===== src/rtl/qcs_fir_iq_filt_if.sv =====
// I/Q stream bundle for qcs_fir_iq_filt: valid-qualified input samples and the
// filtered output samples with the saturation flag.
interface qcs_fir_iq_filt_if #(
  parameter int DW = 12
);
  logic                 data_vld;
  logic signed [DW-1:0] data_i;
  logic signed [DW-1:0] data_q;
  logic                 out_vld;
  logic signed [DW-1:0] out_i;
  logic signed [DW-1:0] out_q;
  logic                 out_sat;

  modport master (
    output data_vld, data_i, data_q,
    input  out_vld, out_i, out_q, out_sat
  );

  modport slave (
    input  data_vld, data_i, data_q,
    output out_vld, out_i, out_q, out_sat
  );
endinterface


===== src/rtl/qcs_fir_iq_filt.sv =====
// Complex-baseband FIR (shared real coefficients on I and Q) with optional
// decimation-by-2; 3-stage pipeline: tap shift, products, sum/round/saturate.
module qcs_fir_iq_filt #(
  parameter int                     DW    = 12,
  parameter int                     CW    = 10,
  parameter int                     NTAPS = 8,
  parameter logic [NTAPS*CW-1:0]    COEF  = {NTAPS{CW'(64)}},
  parameter int                     SHIFT = 9,
  parameter int                     DEC   = 1
) (
  input  logic               clk,
  input  logic               reset_n,
  qcs_fir_iq_filt_if.slave   bus
);

  localparam int PW  = DW + CW;
  localparam int AW  = DW + CW + $clog2(NTAPS);
  localparam int AW1 = AW + 1;

  localparam logic signed [AW:0]   HALF    = AW1'(1) << (SHIFT - 1);
  localparam logic signed [AW:0]   MAXV    = AW1'((2 ** (DW - 1)) - 1);
  localparam logic signed [AW:0]   MINV    = AW1'(-(2 ** (DW - 1)));
  localparam logic [DW-1:0]        MAX_OUT = {1'b0, {(DW-1){1'b1}}};
  localparam logic [DW-1:0]        MIN_OUT = {1'b1, {(DW-1){1'b0}}};

  logic signed [CW-1:0] coef   [NTAPS];
  logic signed [DW-1:0] tap_i  [NTAPS];
  logic signed [DW-1:0] tap_q  [NTAPS];
  logic signed [PW-1:0] prod_i [NTAPS];
  logic signed [PW-1:0] prod_q [NTAPS];
  logic                 vld1;
  logic                 vld2;
  logic                 phase;

  logic signed [AW-1:0] acc_i;
  logic signed [AW-1:0] acc_q;
  logic signed [AW:0]   y_i;
  logic signed [AW:0]   y_q;
  logic [DW:0]          sat_i;
  logic [DW:0]          sat_q;

  always_comb begin
    for (int unsigned k = 0; k < NTAPS; k++) begin
      coef[k] = COEF[k*CW +: CW];
    end
  end

  // Returns {clipped, value}.
  function automatic logic [DW:0] sat_fn(input logic signed [AW:0] y);
    if (y > MAXV) begin
      return {1'b1, MAX_OUT};
    end else if (y < MINV) begin
      return {1'b1, MIN_OUT};
    end else begin
      return {1'b0, y[DW-1:0]};
    end
  endfunction

  // S1: delay line advances only on accepted samples; in DEC=2 mode only the
  // odd-phase samples carry a valid token down the pipeline.
  always_ff @(posedge clk or negedge reset_n) begin
    if (!reset_n) begin
      for (int unsigned k = 0; k < NTAPS; k++) begin
        tap_i[k] <= '0;
        tap_q[k] <= '0;
      end
      vld1  <= 1'b0;
      phase <= 1'b0;
    end else begin
      vld1 <= 1'b0;
      if (bus.data_vld) begin
        tap_i[0] <= bus.data_i;
        tap_q[0] <= bus.data_q;
        for (int unsigned k = 1; k < NTAPS; k++) begin
          tap_i[k] <= tap_i[k-1];
          tap_q[k] <= tap_q[k-1];
        end
        if (DEC == 2) begin
          phase <= ~phase;
          vld1  <= phase;
        end else begin
          phase <= 1'b0;
          vld1  <= 1'b1;
        end
      end
    end
  end

  // S2: per-tap products
  always_ff @(posedge clk or negedge reset_n) begin
    if (!reset_n) begin
      for (int unsigned k = 0; k < NTAPS; k++) begin
        prod_i[k] <= '0;
        prod_q[k] <= '0;
      end
      vld2 <= 1'b0;
    end else begin
      for (int unsigned k = 0; k < NTAPS; k++) begin
        prod_i[k] <= PW'(tap_i[k]) * PW'(coef[k]);
        prod_q[k] <= PW'(tap_q[k]) * PW'(coef[k]);
      end
      vld2 <= vld1;
    end
  end

  always_comb begin
    acc_i = '0;
    acc_q = '0;
    for (int unsigned k = 0; k < NTAPS; k++) begin
      acc_i = acc_i + AW'(prod_i[k]);
      acc_q = acc_q + AW'(prod_q[k]);
    end
    y_i   = (AW1'(acc_i) + HALF) >>> SHIFT;
    y_q   = (AW1'(acc_q) + HALF) >>> SHIFT;
    sat_i = sat_fn(y_i);
    sat_q = sat_fn(y_q);
  end

  // S3: output registers hold their value between valid outputs
  always_ff @(posedge clk or negedge reset_n) begin
    if (!reset_n) begin
      bus.out_vld <= 1'b0;
      bus.out_i   <= '0;
      bus.out_q   <= '0;
      bus.out_sat <= 1'b0;
    end else begin
      bus.out_vld <= vld2;
      if (vld2) begin
        bus.out_i   <= sat_i[DW-1:0];
        bus.out_q   <= sat_q[DW-1:0];
        bus.out_sat <= sat_i[DW] | sat_q[DW];
      end else begin
        bus.out_sat <= 1'b0;
      end
    end
  end

endmodule


===== src/flat_wrapper.sv =====
// flat-port wrapper written by rule: the top's interface ports become plain ports
module qcs_fir_iq_filt_flat 
#(
  parameter int                     DW    = 12,
  parameter int                     CW    = 10,
  parameter int                     NTAPS = 8,
  parameter logic [NTAPS*CW-1:0]    COEF  = {NTAPS{CW'(64)}},
  parameter int                     SHIFT = 9,
  parameter int                     DEC   = 1
)
  (clk, reset_n, bus_data_vld, bus_data_i, bus_data_q, bus_out_vld, bus_out_i, bus_out_q, bus_out_sat);
  qcs_fir_iq_filt_if #(.DW(DW)) bus_i ();
  input  logic clk;
  input  logic reset_n;
  input wire logic [$bits(bus_i.data_vld)-1:0] bus_data_vld;
  input wire logic [$bits(bus_i.data_i)-1:0] bus_data_i;
  input wire logic [$bits(bus_i.data_q)-1:0] bus_data_q;
  output wire logic [$bits(bus_i.out_vld)-1:0] bus_out_vld;
  output wire logic [$bits(bus_i.out_i)-1:0] bus_out_i;
  output wire logic [$bits(bus_i.out_q)-1:0] bus_out_q;
  output wire logic [$bits(bus_i.out_sat)-1:0] bus_out_sat;
  assign bus_i.data_vld = bus_data_vld;
  assign bus_i.data_i = bus_data_i;
  assign bus_i.data_q = bus_data_q;
  assign bus_out_vld = bus_i.out_vld;
  assign bus_out_i = bus_i.out_i;
  assign bus_out_q = bus_i.out_q;
  assign bus_out_sat = bus_i.out_sat;
  qcs_fir_iq_filt #(.DW(DW), .CW(CW), .NTAPS(NTAPS), .COEF(COEF), .SHIFT(SHIFT), .DEC(DEC)) u_core (.clk(clk), .reset_n(reset_n), .bus(bus_i));
endmodule

===== config.mk =====
export PLATFORM = sky130hd
export DESIGN_NAME = qcs_fir_iq_filt_flat
export DESIGN_NICKNAME = d
export VERILOG_FILES = /design/src/rtl/qcs_fir_iq_filt_if.sv /design/src/rtl/qcs_fir_iq_filt.sv /design/src/flat_wrapper.sv
export SDC_FILE = /design/constraint.sdc
export NUM_CORES = 1
export LEC_CHECK = 0
export BUFFER_PORTS_ARGS = -buffer_cell sky130_fd_sc_hd__buf_2
export CAP_MARGIN = 10
export CORE_ASPECT_RATIO = 0.9
export CORE_MARGIN = 1
export CORE_UTILIZATION = 68
export CTS_CLUSTER_DIAMETER = 120
export CTS_CLUSTER_SIZE = 14
export DETAILED_ROUTE_END_ITERATION = 16
export PLACE_DENSITY = 0.82
export SYNTH_ARGS = -nofsm -noshare
export SYNTH_HDL_FRONTEND = slang
export SYNTH_SLANG_ARGS = --single-unit

===== constraint.sdc =====
create_clock -name clk -period 14.1 [get_ports clk]
set_clock_uncertainty 0.1 [all_clocks]
set_input_delay 0 -clock clk [delete_from_list [all_inputs] [get_ports clk]]
set_output_delay 0 -clock clk [all_outputs]
set_load 0.01 [all_outputs]

# [After elaboration in Yosys (flattened, before gate mapping)]
# Index checks and enable logic that the tools add are counted.
[word_totals] inputBits=27 reg_bits=412 elab_cells=65 out_inout_bits=26
[op_classes] muxes=6 addsub=16 bitwise=1 n_lt_le_gt_ge=4
[ops] cell="25-bit by 18-bit adder with 25-bit output" n=10
[ops] cell="25-bit by 10-bit adder with 26-bit output (second input constant)" n=2
[ops] cell="13-bit 2-to-1 mux" n=4
[ops] cell="19-bit by 18-bit adder with 20-bit output" n=2
[ops] cell="18-bit by 18-bit adder with 19-bit output" n=2
[ops] cell="17-bit by 12-bit > comparator with 1-bit output (second input constant)" n=2
[ops] cell="17-bit by 12-bit < comparator with 1-bit output (second input constant)" n=2
[ops] cell="1-bit 2-to-1 mux" n=2
[ops] cell="1-bit bitwise OR" n=1

# [Logic depth before layout (Yosys ltp)]
[logic_depth] depth_word=13 mapped_depth=35 mapped_depth_nobuf=33

# [Least setup slack after synthesis]
# Ideal clock, no wire load.
[synth_path] path_kind="reg2reg" start="register u_core.prod_q[117] (netlist name)" end="register u_core.bus.out_q[1]" path_buffers=1 required_time_ps=13879 synth_period_minus_slack_ps=7164 path_slack_ps=6936 path_stages_with_launch=35 setup_time_ps=121 arrival_time_ps=6943 path_cell_list="dfrtp_1 -> inv_1 -> fa_1 -> inv_1 -> ha_1 -> inv_1 -> fa_1 -> nor2b_1 -> o21ai_0 -> a21boi_0 -> o21ai_0 -> a21boi_0 -> o21ai_0 -> a21boi_0 -> o21a_1 -> nor2_1 -> o221ai_1 -> fa_1 -> inv_1 -> fa_1 -> inv_1 -> fa_1 -> inv_1 -> ha_1 -> a21o_1 -> a2111oi_0 -> nor2_1 -> a41o_1 -> or4_1 -> nor4_2 -> nor2_1 -> o311a_1 -> nand2b_4 -> buf_6 -> o22a_1"
[synth_between] elab_chain_len=10 word_cells_on_any_way=11 cone_classes="add/sub: 7; order compare: 2; mux: 2"
[synth_rtl] item="start: declaration" line="qcs_fir_iq_filt.sv:30" source="logic signed [PW-1:0] prod_q [NTAPS];"
[synth_rtl] item="start signal: indexed assignment" line="qcs_fir_iq_filt.sv:100" source="prod_q[k] <= PW'(tap_q[k]) * PW'(coef[k]);"
[synth_rtl] item="19-bit by 18-bit adder with 20-bit output (*)" line="qcs_fir_iq_filt.sv:111" source="acc_q = acc_q + AW'(prod_q[k]);"
[synth_rtl] item="25-bit by 18-bit adder with 25-bit output (*) (5 in series)" line="qcs_fir_iq_filt.sv:111"
[synth_rtl] item="25-bit by 10-bit adder with 26-bit output (*)" line="qcs_fir_iq_filt.sv:114" source="y_q = (AW1'(acc_q) + HALF) >>> SHIFT;"
[synth_rtl] item="17-bit by 12-bit < comparator with 1-bit output" line="qcs_fir_iq_filt.sv:52" source="end else if (y < MINV) begin"
[synth_rtl] item="13-bit 2-to-1 mux" line="qcs_fir_iq_filt.sv:52"
[synth_rtl] item="13-bit 2-to-1 mux (*)" line="qcs_fir_iq_filt.sv:50" source="if (y > MAXV) begin"
[synth_rtl] item="end signal: assignment" line="qcs_fir_iq_filt.sv:130" source="bus.out_q <= sat_q[DW-1:0];"
[synth_rtl] item="end: declaration" line="qcs_fir_iq_filt_if.sv:21" source="output out_vld, out_i, out_q, out_sat"
# Every way passes the cells marked *; elsewhere a longest branch is shown, timed or not.
# A chain may end at the register's enable or synchronous reset.

# [Worst setup path in the final report]
[layout_path] start="register u_core.prod_i[139] (netlist name)" end="register u_core.bus.out_sat"
[layout_between] elab_chain_len=13 word_cells_on_any_way=14 cone_classes="add/sub: 8; order compare: 2; mux: 3; bitwise: 1"
[layout_rtl] item="start: declaration" line="qcs_fir_iq_filt.sv:29" source="logic signed [PW-1:0] prod_i [NTAPS];"
[layout_rtl] item="start signal: indexed assignment" line="qcs_fir_iq_filt.sv:99" source="prod_i[k] <= PW'(tap_i[k]) * PW'(coef[k]);"
[layout_rtl] item="18-bit by 18-bit adder with 19-bit output (*)" line="qcs_fir_iq_filt.sv:110" source="acc_i = acc_i + AW'(prod_i[k]);"
[layout_rtl] item="19-bit by 18-bit adder with 20-bit output (*)" line="qcs_fir_iq_filt.sv:110"
[layout_rtl] item="25-bit by 18-bit adder with 25-bit output (*) (5 in series)" line="qcs_fir_iq_filt.sv:110"
[layout_rtl] item="25-bit by 10-bit adder with 26-bit output (*)" line="qcs_fir_iq_filt.sv:113" source="y_i = (AW1'(acc_i) + HALF) >>> SHIFT;"
[layout_rtl] item="17-bit by 12-bit < comparator with 1-bit output" line="qcs_fir_iq_filt.sv:52"
[layout_rtl] item="13-bit 2-to-1 mux" line="qcs_fir_iq_filt.sv:52"
[layout_rtl] item="13-bit 2-to-1 mux (*)" line="qcs_fir_iq_filt.sv:50"
[layout_rtl] item="1-bit bitwise OR (*)" line="qcs_fir_iq_filt.sv:131" source="bus.out_sat <= sat_i[DW] | sat_q[DW];"
[layout_rtl] item="1-bit 2-to-1 mux (*)" line="qcs_fir_iq_filt.sv:128" source="if (vld2) begin"
[layout_rtl] item="end signal: assignment" line="qcs_fir_iq_filt.sv:131"
[layout_rtl] item="end: declaration" line="qcs_fir_iq_filt_if.sv:21"
# Marks and branches as above.

==> flow_metrics.py <==
metrics = {
    "run_status": {
        "status": "finished clean",
    },
    "cts": {
        "numCtsBuffers": 35,
        "path_clk_slew_ns": 0.06,
        "cts_tree": "done",
        "cts_root_buffer": "clkbuf_16",
        "worst_skew_pair.late_latency_ns": 0.53,
        "htree_levels": 2,
        "clock_path_buffers": 3,
        "cts_sinks": 412,
    },
    "finish": {
        "syn2layout_area_growth_pct": 9.06,
        "fillCellCount": 1688,
        "register_area_um2": 10300,
        "layout_commonest_cell": "dfrtp_1",
        "finalNetCount": 1771,
        "drive_gt1_share_pct": 20.8,
        "layout_common_cells": "dfrtp_1, inv_1, mux2_2",
        "num_antenna_cells": 0,
        "multi_input_area_um2": 8370,
    },
    "timing": {
        "maxSlewHeadroom_pct": 28.3,
        "rsz0062_at_grt": "no",
        "tightest_slew_ns": 1.08,
        "slew_viol_final": 0,
        "period_share_pct": 60.8,
        "setup_viol": 0,
        "finalHoldViolations": 0,
        "min_period_ns": 8.58,
        "setup_tns_ns": 0,
        "fin_ws_ns": 5.52,
        "max_freq_mhz": 117,
    },
    "routing": {
        "wl_per_cell_um": 17.6,
        "wirelength_um": 33700,
        "ant_nets": 0,
        "first_pass_iters": 7,
        "drt_iter0_markers": 700,
        "drc": 0,
        "via_per_inst": 5.62,
        "dr_total_vias": 10700,
    },
    "die": {
        "design.core.area_um2": 28200,
        "die_w_um": 181,
        "rows": 58,
        "die_area_um2": 29600,
        "initial_core_util_pct": 69.8,
        "ios": 53,
        "chipHeight_um": 163,
    },
    "synthesis": {
        "ys.warnings.count": 0,
        "synth_seq_area_share_pct": 52.5,
        "syn_area_um2": 19600,
        "syn_inst": 1466,
        "ys_ff_latch": 412,
        "avgSynthCellArea_um2": 13.4,
        "ys.flop_type": "dfrtp_1",
        "synth_nets": 1687,
        "synth_edf_count": 0,
        "ys_types": 84,
        "synthArstFlopShare_pct": 100,
    },
    "worst_setup_path": {
        "startpoint_type": "flip-flop",
        "cpLargestDelayFamily": "compound AO/OA/AOI/OAI gates",
        "critical_path_class": "flip-flop to flip-flop",
        "cp.required_ns": 14.45,
        "critPathMaxStageDelay_ns": 0.56,
        "critPathCaptureType": "flip-flop",
        "crit_buf_inv": 5,
        "cp_data_arrival_time_ns": 8.92,
        "critical-path-slowest-cell": "fa_1",
        "crit_path_max_fanout": 12,
    },
    "grt": {
        "gr-total-overflow": 0,
        "grt_max_degree": 124,
        "antenna_found_initial": 0,
        "first_global_vias": 11400,
        "grt_pass1_wl_um": 57300,
        "grt_util_all_layers_pct": 24.4,
    },
    "placed_design": {
        "placement.io_buffers": 52,
        "place_congestion": 0.902,
        "pre_cts_ws_ns": 5.78,
        "dp_hpwl_um": 22900,
    },
    "job": {
        "maxCapViolations": 0,
    },
    "min_path": {
        "min_path_type": "input port to asynchronous set/reset pin",
    },
}
[stage by stage]
step / area, µm² / utilization [%] / instances / hold WS [ns]
2_1_floorplan: 19600 / - / 1466 / -0.396
3_3_place_gp: 20200 / 71.9 / 1848 / 0.0244
3_5_place_dp: 20200 / 71.9 / 1848 / 0.0371
4_1_cts: 21400 / 76.1 / 1912 / 0.0734
5_1_grt: 21400 / 76.1 / 1912 / 0.0958
6_report: 21400 / 76.1 / 1912 / 0.0206
[sequential cells by signal, indices dropped and copies added, names as in the netlist]
name / flops
u_core.vld1: 1
u_core.tap_i: 96
u_core.prod_i: 96
u_core.prod_q: 96
u_core.vld2: 1
u_core.bus.out_q: 12
u_core.bus.out_vld: 1
u_core.bus.out_i: 12
u_core.bus.out_sat: 1
u_core.tap_q: 96
[layer usage]
layer  share of wire [%]  global-route usage (%)
met5                   0                       0
met1                  49                    37.5
met2                  46                    37.2
met3                 3.7                    3.59
met4                 1.9                    6.16
[cells by family after synthesis]
kind of cell	synth area share, %
adders and majority gates	17.6
DFF	52.5
and+or+nand+nor	5.45
buffers and inverters	4.92
muxes	11.1
AOI/OAI and AO/OA	6.14
xor gates and xnor gates	2.36
[cell type report]
cell class | count | area share, %
multi-input cells | 807 | 39.1
clock inverters | 4 | 0.269
clock buffers | 35 | 4.09
repair buffers | 82 | 2.65
well taps | 360 | 2.10
flip-flops and latches | 412 | 48.1
inverters | 212 | 3.71
[synthesized netlist by cell type, drive strengths merged (3+ instances only)]
| master | n | area (µm²) |
|---|---|---|
| a211o | 5 | 46.3 |
| a211oi | 4 | 47.5 |
| a21boi | 6 | 45.0 |
| a21o | 16 | 121 |
| a21oi | 33 | 169 |
| a221o | 8 | 82.6 |
| a31oi | 5 | 52.6 |
| and2 | 3 | 18.8 |
| and3 | 7 | 43.8 |
| buf | 7 | 53.8 |
| clkbuf | 26 | 97.6 |
| dfrtp | 412 | 10300 |
| fa | 136 | 2720 |
| ha | 58 | 726 |
| inv | 211 | 792 |
| mux2 | 192 | 2160 |
| nand2 | 43 | 161 |
| nand2b | 7 | 51.3 |
| nand3 | 14 | 75.1 |
| nand4 | 11 | 83.8 |
| nor2 | 69 | 259 |
| nor2b | 6 | 37.5 |
| nor3 | 17 | 85.1 |
| nor3b | 4 | 35.0 |
| nor4 | 5 | 52.6 |
| o211ai | 6 | 45.0 |
| o21a | 5 | 38.8 |
| o21ai | 35 | 190 |
| o221ai | 3 | 26.3 |
| o22a | 11 | 96.3 |
| o31ai | 6 | 72.6 |
| or2 | 5 | 31.3 |
| or3 | 4 | 31.3 |
| or4 | 4 | 30.0 |
| xnor2 | 31 | 272 |
| xor2 | 21 | 191 |
[path summary, 6_finish.rpt]
check,start,endpoint,slack [ns],cells past startpoint
min reg2reg,u_core.vld1,u_core.vld2,0.25,0
min in group clk,bus_data_vld,u_core.vld1,0.06,1
max reg2reg,u_core.prod_i[139],u_core.bus.out_sat,5.52,32
min,reset_n,u_core.prod_q[124],0.02,2
max in group asynchronous,reset_n,u_core.tap_i[55],10.58,5
max,u_core.prod_i[139],u_core.bus.out_sat,5.52,32
[what timing repair did]
item,CTS,global route
hold endpoints to repair,141,0
setup buffers,0,0
gates resized for setup,0,0
hold buffers,25,0
Power is not shown: default switching activity piles up to over one toggle a cycle in this logic, so the estimate is an artifact.
